$ cat config.mk
export PLATFORM = sky130hd
export DESIGN_NAME = ut_seq_datapath_flat
export DESIGN_NICKNAME = d
export VERILOG_FILES = /design/src/rtl/ut_seq_datapath_if.sv /design/src/rtl/ut_seq_datapath.sv /design/src/flat_wrapper.sv
export SDC_FILE = /design/constraint.sdc
export NUM_CORES = 1
export LEC_CHECK = 0
export ABC_AREA = 1
export CAP_MARGIN = 10
export CORE_UTILIZATION = 55
export CTS_BUF_LIST = sky130_fd_sc_hd__clkbuf_8
export CTS_CLUSTER_SIZE = 8
export DETAILED_ROUTE_END_ITERATION = 10
export PLACE_DENSITY = 0.75
export SKIP_LAST_GASP = 1
export SYNTH_ARGS = -nofsm -noshare
export SYNTH_HDL_FRONTEND = slang
export SYNTH_SLANG_ARGS = --single-unit
$ cat constraint.sdc
create_clock -name clk -period 41.1 [get_ports clk]
set_input_delay 12.33 -clock clk [delete_from_list [all_inputs] [get_ports clk]]
set_output_delay 12.33 -clock clk [all_outputs]
set_load 0.02 [all_outputs]
$ cat src/rtl/ut_seq_datapath_if.sv
`default_nettype none
// ============================================================================
// Module      : ut_seq_datapath_if
// Description : Instruction handshake, status and debug-read bundle for the
//               self-sequenced processing unit.
// Revision    : 1.0 - initial release
// ============================================================================
interface ut_seq_datapath_if #(
    parameter int XLEN = 32,
    parameter int NREG = 8
);
    localparam int c_RW = $clog2(NREG);

    logic            instr_valid;
    logic            instr_ready;
    logic [31:0]     instr;
    logic            done;
    logic            illegal;
    logic            busy;
    logic [XLEN-1:0] pc;
    logic [XLEN-1:0] databus;
    logic            alu_carry;
    logic [c_RW-1:0] dbg_raddr;
    logic [XLEN-1:0] dbg_rdata;

    modport master (
        output instr_valid, instr, dbg_raddr,
        input  instr_ready, done, illegal, busy, pc, databus, alu_carry, dbg_rdata
    );

    modport slave (
        input  instr_valid, instr, dbg_raddr,
        output instr_ready, done, illegal, busy, pc, databus, alu_carry, dbg_rdata
    );
endinterface
`default_nettype wire

$ cat src/rtl/ut_seq_datapath.sv
`default_nettype none
// ============================================================================
// Module      : ut_seq_datapath
// Description : Shared-bus datapath (RF, A/B, ALU, immediate, PC) sequenced
//               internally; executes one RV32 OP/OP-IMM per handshake.
// Revision    : 1.0 - initial release
// ============================================================================
module ut_seq_datapath #(
    parameter int XLEN    = 32,
    parameter int NREG    = 8,
    parameter int PC_STEP = 4
) (
    input  wire logic        clk,
    input  wire logic        rst,
    ut_seq_datapath_if.slave bus
);
    localparam int              c_RW      = $clog2(NREG);
    localparam logic [31:0]     c_NREG    = 32'(NREG);
    localparam logic [XLEN-1:0] c_PC_STEP = XLEN'(PC_STEP);

    localparam logic [1:0] c_IDLE = 2'd0;
    localparam logic [1:0] c_RS1  = 2'd1;
    localparam logic [1:0] c_RS2  = 2'd2;
    localparam logic [1:0] c_WB   = 2'd3;

    logic [1:0]      r_state;
    logic            r_ir_op;      // 1: register-register OP, 0: OP-IMM
    logic            r_ir_sub;
    logic [2:0]      r_ir_f3;
    logic [c_RW-1:0] r_ir_rd;
    logic [c_RW-1:0] r_ir_rs1;
    logic [c_RW-1:0] r_ir_rs2;
    logic [11:0]     r_ir_imm;
    logic [XLEN-1:0] r_a;
    logic [XLEN-1:0] r_b;
    logic [XLEN-1:0] r_pc;
    logic            r_carry;
    logic            r_done;
    logic            r_illegal;
    logic [XLEN-1:0] r_rf [NREG];

    logic [6:0]      w_opc;
    logic [2:0]      w_f3;
    logic [6:0]      w_f7;
    logic            w_is_op;
    logic            w_is_opi;
    logic            w_f3_ok;
    logic            w_fn_ok;
    logic            w_idx_ok;
    logic            w_legal;
    logic [XLEN-1:0] w_rs1_val;
    logic [XLEN-1:0] w_rs2_val;
    logic [XLEN-1:0] w_imm;
    logic [XLEN:0]   w_sum;
    logic [XLEN-1:0] w_alu;
    logic            w_carry;
    logic [XLEN-1:0] w_bus;

    // Decode is evaluated straight off the offered instruction so that a
    // rejected one never disturbs the instruction register.
    always_comb begin
        w_opc    = bus.instr[6:0];
        w_f3     = bus.instr[14:12];
        w_f7     = bus.instr[31:25];
        w_is_op  = (w_opc == 7'b0110011);
        w_is_opi = (w_opc == 7'b0010011);
        w_f3_ok  = (w_f3 == 3'b000) || (w_f3 == 3'b100) ||
                   (w_f3 == 3'b110) || (w_f3 == 3'b111);
        w_fn_ok  = 1'b0;
        if (w_is_opi) begin
            w_fn_ok = w_f3_ok;
        end else if (w_is_op) begin
            w_fn_ok = ((w_f7 == 7'b0000000) && w_f3_ok) ||
                      ((w_f7 == 7'b0100000) && (w_f3 == 3'b000));
        end
        w_idx_ok = (32'(bus.instr[11:7])  < c_NREG) &&
                   (32'(bus.instr[19:15]) < c_NREG) &&
                   (!w_is_op || (32'(bus.instr[24:20]) < c_NREG));
        w_legal  = w_fn_ok && w_idx_ok;
    end

    assign w_rs1_val = (r_ir_rs1 == '0) ? '0 : r_rf[r_ir_rs1];
    assign w_rs2_val = (r_ir_rs2 == '0) ? '0 : r_rf[r_ir_rs2];
    assign w_imm     = {{(XLEN-12){r_ir_imm[11]}}, r_ir_imm};

    // Subtraction as A + ~B + 1 so the carry-out doubles as "A >= B".
    always_comb begin
        if (r_ir_sub) begin
            w_sum = {1'b0, r_a} + {1'b0, ~r_b} + {{XLEN{1'b0}}, 1'b1};
        end else begin
            w_sum = {1'b0, r_a} + {1'b0, r_b};
        end
        w_alu   = w_sum[XLEN-1:0];
        w_carry = w_sum[XLEN];
        case (r_ir_f3)
            3'b100:  begin w_alu = r_a ^ r_b; w_carry = 1'b0; end
            3'b110:  begin w_alu = r_a | r_b; w_carry = 1'b0; end
            3'b111:  begin w_alu = r_a & r_b; w_carry = 1'b0; end
            default: ;
        endcase
    end

    always_comb begin
        w_bus = '0;
        case (r_state)
            c_RS1:   w_bus = w_rs1_val;
            c_RS2:   w_bus = r_ir_op ? w_rs2_val : w_imm;
            c_WB:    w_bus = w_alu;
            default: w_bus = '0;
        endcase
    end

    always_ff @(posedge clk or posedge rst) begin
        if (rst) begin
            r_state   <= c_IDLE;
            r_ir_op   <= 1'b0;
            r_ir_sub  <= 1'b0;
            r_ir_f3   <= 3'b000;
            r_ir_rd   <= '0;
            r_ir_rs1  <= '0;
            r_ir_rs2  <= '0;
            r_ir_imm  <= '0;
            r_a       <= '0;
            r_b       <= '0;
            r_pc      <= '0;
            r_carry   <= 1'b0;
            r_done    <= 1'b0;
            r_illegal <= 1'b0;
        end else begin
            r_done    <= 1'b0;
            r_illegal <= 1'b0;
            case (r_state)
                c_IDLE: begin
                    if (bus.instr_valid) begin
                        if (w_legal) begin
                            r_ir_op  <= w_is_op;
                            r_ir_sub <= w_is_op && bus.instr[30];
                            r_ir_f3  <= w_f3;
                            r_ir_rd  <= bus.instr[7 +: c_RW];
                            r_ir_rs1 <= bus.instr[15 +: c_RW];
                            r_ir_rs2 <= bus.instr[20 +: c_RW];
                            r_ir_imm <= bus.instr[31:20];
                            r_state  <= c_RS1;
                        end else begin
                            r_illegal <= 1'b1;
                        end
                    end
                end
                c_RS1: begin
                    r_a     <= w_bus;
                    r_state <= c_RS2;
                end
                c_RS2: begin
                    r_b     <= w_bus;
                    r_state <= c_WB;
                end
                default: begin
                    r_pc    <= r_pc + c_PC_STEP;
                    r_carry <= w_carry;
                    r_done  <= 1'b1;
                    r_state <= c_IDLE;
                end
            endcase
        end
    end

    always_ff @(posedge clk or posedge rst) begin
        if (rst) begin
            for (int i = 0; i < NREG; i++) begin
                r_rf[i] <= '0;
            end
        end else if ((r_state == c_WB) && (r_ir_rd != '0)) begin
            r_rf[r_ir_rd] <= w_bus;
        end
    end

    assign bus.instr_ready = (r_state == c_IDLE);
    assign bus.busy        = (r_state != c_IDLE);
    assign bus.done        = r_done;
    assign bus.illegal     = r_illegal;
    assign bus.pc          = r_pc;
    assign bus.databus     = w_bus;
    assign bus.alu_carry   = r_carry;
    assign bus.dbg_rdata   = (bus.dbg_raddr == '0) ? '0 : r_rf[bus.dbg_raddr];

endmodule
`default_nettype wire
$ cat src/flat_wrapper.sv
// flat-port wrapper written by rule: the top's interface ports become plain ports
module ut_seq_datapath_flat 
#(
    parameter int XLEN    = 32,
    parameter int NREG    = 8,
    parameter int PC_STEP = 4
)
  (clk, rst, bus_instr_valid, bus_instr, bus_dbg_raddr, bus_instr_ready, bus_done, bus_illegal, bus_busy, bus_pc, bus_databus, bus_alu_carry, bus_dbg_rdata);
  ut_seq_datapath_if #(.XLEN(XLEN), .NREG(NREG)) bus_i ();
  input  wire logic clk;
  input  wire logic rst;
  input wire logic [$bits(bus_i.instr_valid)-1:0] bus_instr_valid;
  input wire logic [$bits(bus_i.instr)-1:0] bus_instr;
  input wire logic [$bits(bus_i.dbg_raddr)-1:0] bus_dbg_raddr;
  output wire logic [$bits(bus_i.instr_ready)-1:0] bus_instr_ready;
  output wire logic [$bits(bus_i.done)-1:0] bus_done;
  output wire logic [$bits(bus_i.illegal)-1:0] bus_illegal;
  output wire logic [$bits(bus_i.busy)-1:0] bus_busy;
  output wire logic [$bits(bus_i.pc)-1:0] bus_pc;
  output wire logic [$bits(bus_i.databus)-1:0] bus_databus;
  output wire logic [$bits(bus_i.alu_carry)-1:0] bus_alu_carry;
  output wire logic [$bits(bus_i.dbg_rdata)-1:0] bus_dbg_rdata;
  assign bus_i.instr_valid = bus_instr_valid;
  assign bus_i.instr = bus_instr;
  assign bus_i.dbg_raddr = bus_dbg_raddr;
  assign bus_instr_ready = bus_i.instr_ready;
  assign bus_done = bus_i.done;
  assign bus_illegal = bus_i.illegal;
  assign bus_busy = bus_i.busy;
  assign bus_pc = bus_i.pc;
  assign bus_databus = bus_i.databus;
  assign bus_alu_carry = bus_i.alu_carry;
  assign bus_dbg_rdata = bus_i.dbg_rdata;
  ut_seq_datapath #(.XLEN(XLEN), .NREG(NREG), .PC_STEP(PC_STEP)) u_core (.clk(clk), .rst(rst), .bus(bus_i));
endmodule
==> results of run 1 <==
power by group:
part | switching (W) | internal, W
clock | 0.000166 | 0.000185
sequential | 0.00000783 | 0.000380
combinational | 0.000242 | 0.0000849
total | 0.000416 | 0.000650
worst max-delay path, cell delays in order:
cell and delay (ns):
clkdlybuf4s50_1 0.45, buf_4 0.27, inv_1 0.06, buf_4 0.30
nand3_1 0.50, buf_4 0.38, o21ai_0 0.13, a31oi_1 0.33
clkdlybuf4s50_1 0.69
sequential cells by signal, summed over array words and instances, names as in the netlist, 2 cells and up:
signal,flops
u_core.r_ir_imm,12
u_core.r_ir_rd,3
u_core.r_rf,256
u_core.r_b,32
u_core.r_ir_rs1,3
u_core.r_state,2
u_core.bus.pc,30
u_core.r_a,32
u_core.r_ir_f3,3
layout make-up:
cell class	instances	area (sq um)	share of cell area (%)
multi-input cells	2936	14800	49.8
flip-flops and latches	378	9470	31.8
repair buffers	181	1700	5.70
inverters	439	1660	5.57
clock buffers	85	1170	3.93
well taps	664	831	2.79
clock inverters	30	126	0.424
diodes	1	2.50	0.00840
cells in the mapped netlist, types with 17 or more instances:
master / count / area, sq um
o22ai_1: 24 / 150
o211ai_1: 77 / 578
a311oi_1: 17 / 149
nand4_1: 17 / 106
a31oi_1: 46 / 288
o21ai_1: 33 / 165
nor2_1: 172 / 646
dfrtp_1: 378 / 9460
o31ai_1: 18 / 135
nand2_1: 1085 / 4070
nor3_1: 21 / 105
inv_2: 22 / 82.6
inv_1: 415 / 1560
nand3_1: 353 / 1770
nand2_2: 25 / 156
clkbuf_1: 206 / 773
a21oi_1: 351 / 1760
o21ai_0: 467 / 2340
buf_1: 23 / 86.3
ha_1: 103 / 1290
buf_2: 64 / 320
through the flow:
stage | power (W) | cells | setup slack (ns) | util [%] | instance area, sq um
after global placement | 0.000707 | 4598 | 13.41 | 58.3 | 28500
after floorplan | 0.000608 | 4055 | 15.07 | - | 27200
after detailed placement | 0.000712 | 4598 | 13.41 | 58.3 | 28500
final | 0.00107 | 4714 | 13.32 | 61.0 | 29800
after CTS | 0.00106 | 4713 | 13.40 | 61.0 | 29800
after global routing | 0.00111 | 4714 | 13.29 | 61.0 | 29800
how the worst max path moves through the flow:
stage | from | slack [ns] | end
final | bus_dbg_raddr[2] | 13.32 | bus_dbg_rdata[31]
after floorplan | bus_dbg_raddr[1] | 15.07 | bus_dbg_rdata[10]
after detailed placement | bus_dbg_raddr[2] | 13.41 | bus_dbg_rdata[31]
after global placement | bus_dbg_raddr[2] | 13.41 | bus_dbg_rdata[31]
after global routing | bus_dbg_raddr[2] | 13.29 | bus_dbg_rdata[31]
after CTS | bus_dbg_raddr[2] | 13.40 | bus_dbg_rdata[31]
cells by family after synthesis:
logic type | Yosys count | synth area share (%)
flip-flops | 378 | 34.8
buffers and inverters | 741 | 10.7
adder cells (fa/ha/maj) | 105 | 4.89
AND/OR/NAND/NOR | 1712 | 26.4
XOR/XNOR | 24 | 0.774
other | 1 | 0.0138
AO/OA/AOI/OAI | 1093 | 22.4
per-layer routing:
layer / global-route usage, % / vias up / wire length (um)
met4: 14.1 / 4 / 3050
met2: 56.8 / 1824 / 41300
li1: - / 13300 / -
met5: 2.05 / - / 137
met1: 53.2 / 13105 / 39700
met3: 11.3 / 257 / 12800
==> out/metrics.yaml, run 1 <==
synth:
  ys_types: 60
  synth_edf_count: 0
  synth_cells: 4054
  async_flop_share_pct: 100
  ys_seq_elements: 378
  syn-cell-area_sq_um: 27200
  ys_warn_count: 0
  ys_seq_area_share_pct: 34.8
  synthFlopType: "dfrtp_1"
  syn_area_per_cell_sq_um: 6.70
global_routing:
  grt_max_degree: 124
  grt_usage_pct: 38.5
  grt_pass1_vias: 26271
  antenna_found_initial: 1
  grt_pass1_wl_um: 150000
  grt-ovfl-total: 0
clock_network:
  ctsResizeCount: 0
  clock_path_buffers: 3
  cts_sinks: 378
  cts_setup_buffers: 0
  cts_max_level: 3
  cts_made_buffers: 68
  clock_latency_ns: 0.67
  cts_tree: "built"
  clk_pin_slew_ns: 0.05
  clock-root-buffer: "clkbuf_8"
  postCtsHoldBufs: 0
detailed_routing:
  drcViolationCount: 0
  vias_per_cell: 6.04
  wl_per_cell_um: 20.6
  via_count: 28490
  antenna_left: 0
  drt_iter0_markers: 3962
  firstDrtPassIters: 7
  wirelength_um: 96900
flow_run:
  maxCapViolCount: 0
worst_setup_path:
  path_max_fanout: 48
  cp_data_arrival_time_ns: 15.45
  critPathLaunchType: "input port"
  reg2reg_from: "u_core.r_ir_rs1[2]"
  reg2reg_slack_ns: 37.13
  critPathRequiredTime_ns: 28.77
  rr_worst_depth: 9
  crit_type: "input port to output port"
  end_kind: "output port"
  r2r_end: "u_core.r_rf[38]"
placed_design:
  io_buffer_count: 136
  gp_congestion: 0.997
  dp_hpwl_um: 65100
final_layout:
  syn_to_final_growth_pct: 9.71
  fin_nets: 4147
  fillers: 4680
  final_cell_mix: "nand2_1, o21ai_0, inv_1, dfrtp_1, nand3_1"
  drive_gt1_share_pct: 5.68
  final_common_cell: "nand2_1"
timing:
  holdWs_ns: 0.367
  tightestPinTransition_ns: 1.17
  max_freq_mhz: 36.0
  final_hold_viol_count: 0
  final-setup-viol-count: 0
  skew_ns: 0.0382
  slew_violations: 0
  rsz0062_at_grt: "no"
  slew_headroom_pct: 21.6
  period_share_pct: 67.6
  period_minus_slack_ns: 27.78
  setup_tns_ns: 0
power_and_ir_drop:
  vdd_drop_max_uv: 43.5
  power_density_nw_per_um2: 35.8
  leakagePower_nw: 14.2
die:
  initial_core_util_pct: 55.6
  die-area_sq_um: 50300
  die_w_um: 224
  ios: 139
  core_sq_um: 48800
  die_h_um: 224
  std_cell_rows: 81
worst_hold_path:
  hold_class: "flip-flop to flip-flop"
  hold_path_end: "u_core.r_rf[248]"
  worstHoldStart: "u_core.r_rf[248]"
  min_path_cells: 0
run_status:
  status: "finished clean"
No activity file was read; power rests on OpenSTA's default activity.
==> inputs of run 2 (changes only) <==
==> constraint.sdc (replaced) <==
create_clock -name clk -period 27.5 [get_ports clk]
set_input_delay 8.25 -clock clk [delete_from_list [all_inputs] [get_ports clk]]
set_output_delay 8.25 -clock clk [all_outputs]
set_load 0.02 [all_outputs]
==> out/metrics.yaml, run 2 (synthesis gave the netlist of run 1 again) <==
worst_setup_path:
  critPathRequiredTime_ns: 19.25
  crit_path_frequent_cell: "buf_4"
  crit_path_top_delay_cell: "clkdlybuf4s50_1"
  critPathMaxStageDelay_ns: 0.69
  critPathLaunchType: "input port"
  reg2reg_slack_ns: 23.40
  crit_chain: "clkdlybuf4s50_1 > buf_4 > inv_1 > buf_4 > nand3_1 > buf_4 > o21ai_0 > a31oi_1 > clkdlybuf4s50_1"
  end_kind: "output port"
  crit_type: "input port to output port"
  critPathBufInv: 6
  cp_data_arrival_time_ns: 11.30
  critPathTopFamily: "buffers and inverters"
  path_max_fanout: 48
detailed_routing:
  drcViolationCount: 0
  wirelength_um: 96900
  antenna_left: 0
  drt_iter0_markers: 4266
  wl_per_cell_um: 20.5
  firstDrtPassIters: 7
  vias_per_cell: 6.06
  via_count: 28628
power_and_ir_drop:
  p_int_w: 0.00101
  pwr-share-seq_pct: 35.5
  leakagePower_nw: 14.2
  comb_power_share_pct: 29.8
  vdd_drop_max_uv: 63.7
  pwr-share-clk_pct: 34.6
  p_sw_w: 0.000624
  swShare_pct: 38.3
  power_density_nw_per_um2: 54.5
timing:
  setup_tns_ns: 0
  slew_headroom_pct: 20.1
  period_share_pct: 71.1
  max_freq_mhz: 51.2
  slew_violations: 0
  skew_ns: 0.0442
  final-setup-viol-count: 0
  tightestPinTransition_ns: 1.20
  period_minus_slack_ns: 19.55
  rsz0062_at_grt: "no"
  final_hold_viol_count: 0
  holdWs_ns: 0.370
die:
  std_cell_rows: 81
  die_h_um: 224
  ios: 139
  die_w_um: 224
  core_sq_um: 48800
  initial_core_util_pct: 55.6
  die-area_sq_um: 50300
clock_network:
  cts_setup_buffers: 0
  postCtsHoldBufs: 0
  clk_pin_slew_ns: 0.06
  cts_sinks: 378
  cts_tree: "built"
  clock_latency_ns: 0.68
  clock_path_buffers: 3
  cts_made_buffers: 67
  clock-root-buffer: "clkbuf_8"
  ctsResizeCount: 0
  cts_max_level: 3
flow_run:
  maxCapViolCount: 0
final_layout:
  drive_gt1_share_pct: 5.86
  final_common_cell: "nand2_1"
  n_antenna_cell: 0
  fin_nets: 4150
  largest_reg_flops: 256
  reg_top3: "u_core.r_rf x256, u_core.r_a x32, u_core.r_b x32"
  fillers: 4598
  final_cell_mix: "nand2_1, o21ai_0, inv_1, dfrtp_1, nand3_1"
  syn_to_final_growth_pct: 10.3
  regMostFlops: "u_core.r_rf"
placed_design:
  dp_hpwl_um: 64900
  gp_congestion: 1.00
  io_buffer_count: 136
worst_hold_path:
  hold_class: "flip-flop to flip-flop"
global_routing:
  grt_max_degree: 125
  grt_pass1_vias: 26141
  grt_pass1_wl_um: 150000
  grt-ovfl-total: 0
  grt_usage_pct: 38.4
  antenna_found_initial: 1
run_status:
  status: "finished clean"
-- run 2: worst paths after layout --
check | startpoint | cells after the start | endpoint
worst max-delay path | bus_dbg_raddr[2] | 9 | bus_dbg_rdata[17]
worst max register to register | u_core.r_ir_rs1[2] | 9 | u_core.r_rf[70]
min in group asynchronous | rst | 2 | u_core.r_rf[194]
worst min-delay path | u_core.r_rf[247] | 0 | u_core.r_rf[247]
max in group asynchronous | rst | 3 | u_core.r_ir_imm[0]
worst min register to register | u_core.r_rf[247] | 0 | u_core.r_rf[247]
-- run 2: final cells by class --
class	instances	area, sq um	area share, %
sequential	378	9470	31.6
multi-input combinational	2936	14800	49.5
inverter	439	1660	5.54
clock inverter	33	228	0.760
timing repair buffer	185	1730	5.77
clock buffer	87	1200	4.00
tap	664	831	2.77
-- run 2: stage by stage --
stage	instances	total power [W]	worst slack, ns	utilization, %	cell area [sq um]
floorplan	4055	0.000909	8.75	-	27200
global placement	4602	0.00106	8.05	58.4	28500
detailed placement	4602	0.00106	8.06	58.4	28500
CTS	4722	0.00162	8.05	61.3	29900
global route	4722	0.00170	7.86	61.3	29900
finish	4722	0.00163	7.95	61.3	29900
-- run 2: worst reg2reg max path: cells and delay by family (launching register included) --
kind | cells | cell delay (ns)
AND/OR/NAND/NOR | 3 | 1.45
AO/OA/AOI/OAI | 3 | 1.05
flip-flops | 1 | 0.37
buffers and inverters | 3 | 1.12
-- run 2: routing by layer --
metal | GRT usage [%] | routed length, um | part of all wire (%)
met5 | 0 | 0 | 0
met4 | 14.5 | 3320 | 3.4
met1 | 53.9 | 39300 | 41
met2 | 56.6 | 41200 | 43
met3 | 10.1 | 13100 | 13
-- run 2: power groups by stage --
stage	logic [W]	clock network [W]	registers, W
floorplan	0.000317	0	0.000592
global placement	0.000468	0	0.000589
detailed placement	0.000473	0	0.000589
CTS	0.000474	0.000568	0.000579
global route	0.000527	0.000592	0.000581
finish	0.000487	0.000565	0.000579
